--- src/rtl/ahb_spi_master.sv ---
// ahb_spi_master
//   AHB-Lite slave that gives the CPU a byte-wide, mode-0 SPI master for the
//   on-board accelerometer. 16-byte register window (HADDR[3:0]):
//     0x0 TXDATA  (W)  write [7:0] launches one 8-bit transfer, reads 0
//     0x4 RXDATA  (R)  last received byte, a read clears rx_valid
//     0x8 STATUS  (R)  bit0 busy, bit1 rx_valid, bit2 overrun (write 1 clears)
//     0xC CTRL    (RW) bit0 cs_en (spi_cs_n = ~cs_en), bit1 irq_en
//   Ports: AHB-Lite slave side (HCLK, HRESET, HSEL, HREADY, HADDR, HTRANS,
//   HWRITE, HSIZE, HWDATA, HRDATA, HREADYOUT) and SPI side (spi_sclk,
//   spi_mosi, spi_miso, spi_cs_n).
//   Optional feature macro SPI_IRQ_EN: adds registered output spi_irq
//   (rx_valid & irq_en) and makes CTRL bit1 writable.
//   Parameter CLK_DIV: SCLK half-period in HCLK cycles (1..255).
module ahb_spi_master #(
  parameter int CLK_DIV = 4
) (
  input  logic        HCLK,
  input  logic        HRESET,
  input  logic        HSEL,
  input  logic        HREADY,
  input  logic [31:0] HADDR,
  input  logic [1:0]  HTRANS,
  input  logic        HWRITE,
  input  logic [2:0]  HSIZE,
  input  logic [31:0] HWDATA,
  output logic [31:0] HRDATA,
  output logic        HREADYOUT,
  output logic        spi_sclk,
  output logic        spi_mosi,
  input  logic        spi_miso,
  output logic        spi_cs_n
`ifdef SPI_IRQ_EN
  ,
  output logic        spi_irq
`endif
);

  localparam logic [7:0] DIV_LAST = 8'(CLK_DIV - 1);

  typedef enum logic [1:0] {IDLE, SHIFT, DONE} state_t;

  state_t      state_reg, state_next;
  logic        dp_active, dp_write, dp_wok;
  logic [1:0]  dp_sel;
  logic [7:0]  shift_reg, rx_data;
  logic [7:0]  div_cnt;
  logic [2:0]  bit_cnt;
  logic        rx_valid, overrun, cs_en, irq_en;
  logic        busy, addr_ph, wr_en, tx_start, rd_rx, half_end, shift_end;
  logic [31:0] rd_word;
  logic        unused_bits;

  assign unused_bits = ^{HADDR[31:4], HWDATA[31:8], HTRANS[0]};

  assign busy    = (state_reg != IDLE);
  assign addr_ph = HSEL & HTRANS[1] & HREADY;

  // Only a TXDATA write that would really launch a transfer is stalled;
  // it waits until the shifter is back in IDLE.
  assign HREADYOUT = ~(dp_active & dp_write & dp_wok & (dp_sel == 2'd0) & busy);

  assign wr_en     = dp_active & dp_write & dp_wok & HREADYOUT;
  assign tx_start  = wr_en & (dp_sel == 2'd0);
  assign rd_rx     = dp_active & ~dp_write & (dp_sel == 2'd1);
  assign half_end  = (div_cnt == DIV_LAST);
  assign shift_end = (state_reg == SHIFT) & half_end & spi_sclk & (bit_cnt == 3'd7);
  assign spi_cs_n  = ~cs_en;

  // Read data is captured at the address-phase edge so it is already valid
  // for the whole (zero-wait) data phase.
  always_comb begin
    rd_word = '0;
    unique case (HADDR[3:2])
      2'd1:    rd_word[7:0] = rx_data;
      2'd2:    rd_word[2:0] = {overrun, rx_valid, busy};
      2'd3:    rd_word[1:0] = {irq_en, cs_en};
      default: rd_word = '0;
    endcase
  end

  always_ff @(posedge HCLK) begin
    if (HRESET) state_reg <= IDLE;
    else        state_reg <= state_next;
  end

  always_comb begin
    state_next = state_reg;
    unique case (state_reg)
      IDLE:    if (tx_start) state_next = SHIFT;
      SHIFT:   if (shift_end) state_next = DONE;
      DONE:    state_next = IDLE;
      default: state_next = IDLE;
    endcase
  end

  always_ff @(posedge HCLK) begin
    if (HRESET) begin
      dp_active <= 1'b0;
      dp_write  <= 1'b0;
      dp_wok    <= 1'b0;
      dp_sel    <= 2'd0;
      HRDATA    <= '0;
      shift_reg <= '0;
      rx_data   <= '0;
      div_cnt   <= '0;
      bit_cnt   <= '0;
      spi_sclk  <= 1'b0;
      spi_mosi  <= 1'b0;
      rx_valid  <= 1'b0;
      overrun   <= 1'b0;
      cs_en     <= 1'b0;
    end else begin
      if (HREADY) begin
        dp_active <= addr_ph;
        dp_write  <= HWRITE;
        dp_sel    <= HADDR[3:2];
        // Writes only land at byte offset 0 with byte/half/word size.
        dp_wok    <= (HADDR[1:0] == 2'd0) && (HSIZE <= 3'd2);
        HRDATA    <= (addr_ph && !HWRITE) ? rd_word : '0;
      end

      unique case (state_reg)
        IDLE: begin
          if (tx_start) begin
            shift_reg <= HWDATA[7:0];
            spi_mosi  <= HWDATA[7];
            div_cnt   <= '0;
            bit_cnt   <= '0;
            spi_sclk  <= 1'b0;
          end
        end
        SHIFT: begin
          if (half_end) begin
            div_cnt <= '0;
            if (!spi_sclk) begin
              // Rising edge: capture MISO into the LSB.
              spi_sclk  <= 1'b1;
              shift_reg <= {shift_reg[6:0], spi_miso};
            end else begin
              // Falling edge: the next TX bit is now at the MSB. After the
              // last bit MOSI simply holds.
              spi_sclk <= 1'b0;
              bit_cnt  <= bit_cnt + 3'd1;
              if (bit_cnt != 3'd7) spi_mosi <= shift_reg[7];
            end
          end else begin
            div_cnt <= div_cnt + 8'd1;
          end
        end
        default: ;
      endcase

      // A set from DONE beats a clear from an RXDATA read on the same edge,
      // and that coincident read is not an overrun.
      if (state_reg == DONE) begin
        rx_data  <= shift_reg;
        rx_valid <= 1'b1;
      end else if (rd_rx) begin
        rx_valid <= 1'b0;
      end

      if ((state_reg == DONE) && rx_valid && !rd_rx)
        overrun <= 1'b1;
      else if (wr_en && (dp_sel == 2'd2) && HWDATA[2])
        overrun <= 1'b0;

      if (wr_en && (dp_sel == 2'd3)) cs_en <= HWDATA[0];
    end
  end

`ifdef SPI_IRQ_EN
  always_ff @(posedge HCLK) begin
    if (HRESET) begin
      irq_en  <= 1'b0;
      spi_irq <= 1'b0;
    end else begin
      if (wr_en && (dp_sel == 2'd3)) irq_en <= HWDATA[1];
      spi_irq <= rx_valid & irq_en;
    end
  end
`else
  assign irq_en = 1'b0;
`endif

endmodule

--- config.mk ---
export PLATFORM = sky130hd
export DESIGN_NAME = ahb_spi_master
export DESIGN_NICKNAME = d
export VERILOG_FILES = /design/src/rtl/ahb_spi_master.sv
export SDC_FILE = /design/constraint.sdc
export NUM_CORES = 1
export LEC_CHECK = 0
export ABC_AREA = 1
export BUFFER_PORTS_ARGS = -buffer_cell sky130_fd_sc_hd__clkbuf_2
export CAP_MARGIN = 20
export CORE_UTILIZATION = 42
export CTS_BUF_LIST = sky130_fd_sc_hd__clkbuf_16
export CTS_CLUSTER_DIAMETER = 60
export DETAILED_ROUTE_END_ITERATION = 8
export GPL_TIMING_DRIVEN = 0
export PLACE_DENSITY = 0.75
export SYNTH_ARGS = -nofsm -noshare
export SYNTH_HDL_FRONTEND = slang
export SYNTH_SLANG_ARGS = --single-unit
--- constraint.sdc ---
create_clock -name HCLK -period 1.3 [get_ports HCLK]
set_input_delay 0.26 -clock HCLK [delete_from_list [all_inputs] [get_ports HCLK]]
set_output_delay 0.26 -clock HCLK [all_outputs]
set_load 0.02 [all_outputs]
Word level (Yosys, flattened, before mapping)
Index checks and enable logic that the tools add are counted.
Operators by class
  mux-type cells: 31
  add/subtract/negate cells: 2
  magnitude comparators: 1
  equality and inequality tests: 17
  bitwise operators: 16
  reduce and logical (&&, ||, !) cells: 22
Operators with widths (count)
  8-bit two-way mux: 6
  8-bit case mux with 2 select lines: 2
  1-bit AND: 13
  1-bit two-way mux: 11
  2-bit == test (second input constant): 5
  2-bit inequality test (second input constant): 5
  3-bit two-way mux: 3
  8-bit by 1-bit adder with 8-bit output (second input constant): 1
  8-bit by 2-bit == test with 1-bit output (second input constant): 1
  4-bit AND reduction: 2
  2-bit nonzero test: 4
  1-bit logical AND: 7
  2-bit by 1-bit == test with 1-bit output (second input constant): 3
  2-bit logical NOT: 3
  1-bit case mux with 2 select lines: 3
  2-bit case mux with 3 select lines: 1
  3-bit case mux with 2 select lines: 1
  5-bit two-way mux: 1
  5-bit AND reduction: 1
  2-bit two-way mux: 2
  2-bit case mux with 2 select lines: 1
  2-bit AND reduction: 2
  3-bit by 1-bit adder with 3-bit output (second input constant): 1
  3-bit == test (second input constant): 1
  other kinds (6): 9
Storage, ports and cells
  word-level logic and storage cells: 104
  output and inout port bits: 36
  flip-flop bits (word level): 71
  input bits: 75

Depth between registers and ports, before layout
Gate-level depths: netlist of run 1.
  depth after elaboration: 10
  mapped depth: 9
  mapped depth without buffers: 9

Worst setup path after synthesis of run 1
OpenSTA, ideal clock, no wires.
  kind: register to register
  start: reg div_cnt[0]
  end: reg shift_reg[0]
  clock period less this slack: 1.366 ns
  slack: -0.066 ns
  arrival: 1.256 ns
  buffers on the path: 1
  required time: 1.190 ns
  cell stages (with the launch flop): 10
  cells stage by stage: dfxtp_1 -> ha_1 -> nand2_1 -> nor2_1 -> nand2_1 -> nand2_2 -> buf_4 -> nand4_1 -> nand2_1 -> nor2_1
On the way
  cells in the longest elaborated chain, start to end: 3
RTL lines
  from (decl): line 46  | logic [7:0] div_cnt;
  from (signal assigned): line 147  | div_cnt <= div_cnt + 8'd1;
  8-bit by 2-bit == test with 1-bit output: line 65  | assign half_end = (div_cnt == DIV_LAST);
  2-bit inequality test (no source line)
  4-bit AND reduction (no source line)
  to (signal assigned): line 125  | shift_reg <= HWDATA[7:0];
  to (signal assigned): line 138  | shift_reg <= {shift_reg[6:0], spi_miso};
  to (decl): line 45  | logic [7:0] shift_reg, rx_data;
Every way passes these cells.
A chain may end at the register's enable or synchronous reset.

Final worst setup path of run 1
  start: reg div_cnt[1]
  end: reg shift_reg[6]
Same word-level chain as after synthesis.

==> metrics.md, run 1 <==
| Metric | Value |
|---|---|
| ANT nets after route | 0 |
| Max-slew headroom at the worst pin | 64.8% |
| Placeable Area | 5570 sq um |
| Period utilization | 108% |
| Clk root buf | clkbuf_16 |
| Buf+Inv Stages, Crit Path | 2 |
| Hold_sp | HSIZE[2] |
| Fmax | just over 700 MHz |
| Clk Latency, worst-skew pair | 290 ps |
| Crit. End Element | flip-flop |
| Area Growth Syn to Fin | 36.3% |
| Critical Path Fanout Max | 8 |
| Final max-slew violation count | 0 |
| # nets final | 513 |
| Chip Width | 78.6 um |
| Critical-path top delay cell | dfxtp_4 |
| Inserted Clock Buffers | 5 |
| Worst EP arrival | approximately 1600 ps |
| Most frequent cells in the layout | nand2_1, inv_1, buf_4, dfxtp_1, a21oi_1 |
| Final worst slack | -102 ps |
| Status | complete, but fails checks |
| Synthesized instance count | 350 |
| Reg2reg path depth | 10 |
| MaxCap Viol Count | 0 |
| Multiplexer share of the synthesized area | 0% |
| Adder-cell share of the synthesized area | 3.55% |
| Share of the synthesized area in the top cell type | 38.2% |
| Switching Power | a little under 1 mW |
| HPWL reported at the end of detailed placement | 4020 um |
| Row cnt | 27 |
| Clk_skew | around 4.7 ps |
| Pwr/cell area | ~1100 nW/um^2 |
| Syn. warnings | 0 |
| Io pins | 111 |
| Largest family of logic cells by synthesized area | simple AND/OR/NAND/NOR gates |
| CP Data Required Time | 1530 ps |
| Die area | 6180 sq um |
| Synth Area in Simple Gates | 27.2% |
| Violations in the final reports | negative setup slack |
| RR Startpoint | div_cnt[1] |
| First-pass GRT wire length | 9940 um |
| Post-route setup TNS | -1150 ps |
| # hold bufs at CTS | 0 |
| Total power | approximately 3.6 mW |
| Initial Utilization | between 40 and 50% |
| Leak Pwr | 1.58 nW |
| Crit Path Category | reg2reg |
| Synth area leaders | dfxtp_1, nand2_1, buf_4 |
| CP cell instances | ha_4 -> nand2_4 -> nor2_4 -> nand2_2 -> nand2_4 -> buf_12 -> nand3_4 -> nand2_2 -> clkinv_2 -> nor2_1 |
| CP peak stage delay | around 350 ps |
| CTS tree | yes |
| Sw frac | 27.1% |
| Worst R2R End | shift_reg[6] |
| Die H | 78.6 um |
| Hold Path Depth | 4 |
| Placement Setup Slack | -198 ps |
| DRT iter0 DRCs | approximately 170 |
| Num Clock Sinks | 47 |
| Synth cell types | 28 |
| RSZ-0062 raised after global routing | true |
| Area share of xor/xnor cells in the synthesized design | 0% |
| Compound-cell area share of the yosys netlist | between 10% and 20% |
| DR DRC count | 0 |
| Max H-tree Level | 2 |
| Yosys reg bits | between 40 and 50 |
| Layout cells sized above 1 | 34.1% |
| Setup crit start kind | flip-flop |
| Total gr overflow | 0 |
| Worst VDD drop | 0.603 mV |
| Bufs on Longest Clock Path | 2 |
| CP delay by family, top | simple AND/OR/NAND/NOR gates |
| Initial antenna violation count | 0 |
| Minimum clock period | 1400 ps |
| Clk pwr share | 39.4% |
| Vias in the first global route | 2114 |
| GPL Wtd Cong | 0.804 |
| Hold path endpoint | dp_wok |
| Cell Area, Synth | approximately 2500 sq um |
| Register area share after synthesis | a little under two fifths |
| Routed vias | roughly 2500 |
| PortBufs | 32 |
| Avg WL per Cell | 12.7 um |
| Gate power share | 18.2% |
| N_diodes | 0 |
| Commonest non-fill, non-tap cell in the layout | nand2_1 |
| DRT Pass-1 Iters | 5 |
| R2r setup slk | -100 ps |
| Via-to-Cell Ratio | 4.88 |
| Pin count of the biggest net entering global routing | 15 |
| Total length of routed wires | 6410 um |
| Sequential Power Share | between 40% and 50% |
| Slew at the pin with the worst max-slew slack | 528 ps |
| P_int | about 2.6 mW |
| CTS clk-pin slew, worst paths | approximately 60 ps |
| Yosys top cell by area | dfxtp_1 |
| Avg Cell Area, Syn | 7.05 sq um |
| Min-Delay Path Class | in2reg |
| Hold Vio Cnt, Final | 0 |
| Final Setup Violations | 19 |
| GRT Overall Usage | 20.7% |
## worst reg2reg max path, cell delays in order (launching register included)
cell      delay (ps)
dfxtp_4          350
ha_4             150
nand2_4           50
nor2_4           110
nand2_2           90
nand2_4          100
buf_12           120
nand3_4          130
nand2_2          110
clkinv_2          40
nor2_1            80
## worst max path at each step
stage               startpoint      endpoint  cells after the start
floorplan           div_cnt[1]  shift_reg[0]                      9
global placement    div_cnt[0]  shift_reg[0]                      9
detailed placement  div_cnt[0]  shift_reg[0]                      9
CTS                 div_cnt[0]  shift_reg[0]                     10
global route        div_cnt[2]  shift_reg[1]                     10
finish              div_cnt[1]  shift_reg[6]                     10
## stage by stage
stage | util, % | std cells | hold slack [ps] | area, sq um
after floorplan | - | 373 | 349 | 2560
after global placement | 50.4 | 477 | 448 | 2810
after detailed placement | 50.4 | 477 | 458 | 2810
after CTS | 58.3 | 498 | 210 | 3250
after global routing | 60.3 | 503 | 235 | 3360
final | 60.3 | 503 | 212 | 3360
## logic make-up (layout without fill, tap and decap cells)
logic type | count (synthesis) | count (layout)
AOI/OAI and AO/OA | 62 | 62
adders and majority gates | 7 | 7
buffers and inverters | 87 | 145
DFF | 47 | 47
other | 1 | 24
and+or+nand+nor | 146 | 146
## power by group through the flow
stage	clock, mW	sequential (mW)	combinational (mW)
floorplan	0	1.57	0.413
global placement	0	1.57	0.527
detailed placement	0	1.57	0.536
CTS	1.46	1.54	0.626
global route	1.52	1.55	0.728
finish	1.43	1.54	0.661
## routing by layer
metal | GRT usage [%] | vias to the layer above | routed length (um)
met2 | 35.4 | 97 | 3150
met1 | 25.8 | 1092 | 2730
met4 | 9.26 | 0 | 189
met5 | 0 | - | 0
met3 | 2.44 | 26 | 340
li1 | - | 1239 | -
## Yosys cell counts, drive strengths merged
master   n
clkinv   5
o21ai   26
nand4   15
ha       7
dfxtp   47
nor2    26
nor3b    1
nand2   78
a22oi    1
inv     47
nand3   22
a22o     2
buf     31
nor3     4
conb     1
a21oi   33
clkbuf   4
## final cells by class
type,count,area (sq um)
fillers,505,2210
flip-flops and latches,47,967
multi-input cells,239,1350
clock buffers,5,125
clock inverters,2,37.5
plain buffers,35,254
well taps,72,90.1
inverters,52,200
repair buffers,51,340
## what timing repair did
action,in CTS,in global routing
pin swaps,15,13
cloned,1,0
endpoints found under the setup margin,20,25
setup buffers,13,6
endpoints found under the hold margin,0,0
resized for setup,49,27
(Power assumes the default switching activity.)
==> run 2: changes to the inputs <==
--- a/config.mk
+++ b/config.mk
@@ -8,12 +8,14 @@
 export ABC_AREA = 1
 export BUFFER_PORTS_ARGS = -buffer_cell sky130_fd_sc_hd__clkbuf_2
 export CAP_MARGIN = 20
-export CORE_UTILIZATION = 42
+export CELL_PAD_IN_SITES_DETAIL_PLACEMENT = 1
+export CELL_PAD_IN_SITES_GLOBAL_PLACEMENT = 1
+export CORE_UTILIZATION = 29
 export CTS_BUF_LIST = sky130_fd_sc_hd__clkbuf_16
 export CTS_CLUSTER_DIAMETER = 60
 export DETAILED_ROUTE_END_ITERATION = 8
 export GPL_TIMING_DRIVEN = 0
-export PLACE_DENSITY = 0.75
+export PLACE_DENSITY_LB_ADDON = 0.1
 export SYNTH_ARGS = -nofsm -noshare
 export SYNTH_HDL_FRONTEND = slang
 export SYNTH_SLANG_ARGS = --single-unit
==> run 2 against run 1 <==
Sequential cell count stayed put. Highest routed layer unchanged. Register-to-register slack improved by 50 ps. The run still ends with negative setup slack left. Power up 8.7%. Die area increased by 44%. Clock power is 17% higher. Fmax rose by 3.4%.
==> metrics.md, run 2 (synthesis gave the netlist of run 1 again) <==
| Metric | Value |
|---|---|
| Status | complete, but fails checks |
| Violations in the final reports | negative setup slack |
| DR DRC count | 0 |
| Period utilization | 104% |
| Avg WL per Cell | roughly 13 um |
| CP cell instances | ha_4 -> buf_4 -> buf_6 -> nand2_4 -> inv_2 -> nand2_2 -> o21ai_2 -> nand3_1 -> a21oi_2 |
| Total length of routed wires | approximately 7000 um |
| Cell area after placement | between 2000 and 3000 sq um |
| Area Growth Syn to Fin | 43.1% |
| Crit Path Category | reg2reg |
| DRT Pass-1 Iters | 4 |
| Clk Latency, worst-skew pair | 290 ps |
| Final max-slew violation count | 0 |
| Min-Delay Path Class | in2reg |
| First-pass GRT wire length | 10900 um |
| Vias in the first global route | 2204 |
| MaxCap Viol Count | 0 |
| PortBufs | 32 |
| HPWL reported at the end of detailed placement | 4830 um |
| Placeable Area | 8220 sq um |
| P_int | slightly below 3 mW |
| Worst EP arrival | roughly 1600 ps |
| GPL Wtd Cong | approximately 0.76 |
| Initial Utilization | between 30% and 40% |
| Num Clock Sinks | 47 |
| Max H-tree Level | 2 |
| Critical-path top delay cell | dfxtp_4 |
| Critical Path Fanout Max | 2 |
| Final worst slack | -55.9 ps |
| Pin count of the biggest net entering global routing | 16 |
| Reg2reg path depth | 9 |
| RR Startpoint | div_cnt[1] |
| GRT Overall Usage | around 16% |
| Inserted Clock Buffers | 5 |
| CP peak stage delay | 360 ps |
| CTS tree | yes |
| Bufs on Longest Clock Path | 2 |
| Most frequent cells in the layout | nand2_1, inv_1, buf_4, dfxtp_1, clkbuf_2 |
| Max-slew headroom at the worst pin | 62.5% |
| Fmax | 738 MHz |
| Worst R2R End | div_cnt[6] |
| Cell area after layout | between 3000 and 4000 sq um |
| Chip Width | 94.2 um |
| CP delay by family, top | flip-flops |
| Pwr/cell area | 1120 nW/um^2 |
| Hold Vio Cnt, Final | 0 |
| Initial antenna violation count | 0 |
| Hold_sp | HSIZE[2] |
| Multi-input gate area | roughly 1400 sq um |
| Final Setup Violations | 11 |
| CP Data Required Time | 1510 ps |
| Die H | 94.2 um |
| Hold Path Depth | 4 |
| Final Util | between 40% and 50% |
| FILL cells | 1026 |
| Io pins | about 110 |
| ANT nets after route | 0 |
| Crit. End Element | flip-flop |
| Switching Power | around 1.1 mW |
| Leak Pwr | 1.63 nW |
| Routed vias | 2421 |
| Slew at the pin with the worst max-slew slack | 562 ps |
| Row cnt | 33 |
| Minimum clock period | 1360 ps |
| Gate power share | between 10% and 20% |
| Clk root buf | clkbuf_16 |
| Total power | 3.95 mW |
| CTS clk-pin slew, worst paths | roughly 70 ps |
| Register area | just under 1000 sq um |
| Sequential Power Share | 39.1% |
| Worst VDD drop | 0.583 mV |
| Clk_skew | roughly 2.8 ps |
| R2r setup slk | -60 ps |
| Clk pwr share | 42.6% |
| Setup crit start kind | flip-flop |
| Total gr overflow | 0 |
| N_diodes | 0 |
| Layout cells sized above 1 | 38.9% |
| # nets final | 515 |
| Die area | approximately 8900 sq um |
| Sw frac | 26.8% |
| Buf+Inv Stages, Crit Path | 3 |
| Commonest non-fill, non-tap cell in the layout | nand2_1 |
| Via-to-Cell Ratio | about 4.5 |
| RSZ-0062 raised after global routing | true |
| # hold bufs at CTS | 0 |
| Hold path endpoint | dp_wok |
| DRT iter0 DRCs | 82 |
-- run 2: cell types whose count changed in the layout (fill, tap and decap cells not counted), moves of 3 or more --
cell     before  now
dfxtp_2       6   10
nand3_1      16   12
dfxtp_1      36   33
nand3_2       3    8
-- run 2: final cells by class --
class | instances | share of cell area (%)
well taps | 105 | 3.72
inverters | 52 | 5.67
flip-flops and latches | 47 | 27.4
plain buffers | 35 | 7.41
clock inverters | 3 | 1.91
multi-input cells | 239 | 40.0
repair buffers | 53 | 10.4
clock buffers | 5 | 3.54
-- run 2: tightest hold or removal path, cell delays in order --
cell	delay [ps]
clkbuf_2	70
a21oi_1	30
nand2_1	50
a21oi_1	50
-- run 2: worst max-delay path by stage --
stage,startpoint,endpoint,slack [ps],cells after the start
floorplan,div_cnt[1],shift_reg[0],0.7,9
CTS,dp_active,HREADYOUT,-70,4
finish,div_cnt[1],div_cnt[6],-60,9
global route,div_cnt[0],shift_reg[5],-140,9
global placement,HRESET,state_reg[1],-250,5
detailed placement,HRESET,dp_write,-270,5
-- run 2: metal layers --
metal  vias to the layer above  routed length [um]  part of all wire, %  track usage, %
met5                         -                   0                    0               0
met4                         0                  79                  1.1            4.49
met3                        10                 258                  3.6            2.83
met2                        49                3340                   47            26.6
met1                      1128                3410                   48            21.2
li1                       1234                   -                    -               -
-- run 2: timing repair --
item / in CTS / in global routing
pin swaps: 24 / 25
setup buffers: 7 / 12
gates cloned: 1 / 1
endpoints found under the setup margin: 25 / 29
resized for setup: 46 / 51
-- run 2: stage by stage --
step / cells / setup TNS, ps / hold WS [ps] / setup WS (ps)
2_1_floorplan: 373 / 0 / 349 / 0.720
3_3_place_gp: 510 / -7810 / 450 / -254
3_5_place_dp: 510 / -8340 / 457 / -268
4_1_cts: 526 / -525 / 215 / -73.1
5_1_grt: 539 / -1540 / 225 / -137
6_report: 539 / -364 / 217 / -55.9
-- run 2: power by group through the flow --
stage,Combinational (mW),Clock [mW],Sequential [mW]
floorplan,0.413,0,1.57
global placement,0.555,0,1.57
detailed placement,0.561,0,1.57
CTS,0.624,1.73,1.54
global route,0.800,1.78,1.55
finish,0.722,1.68,1.54
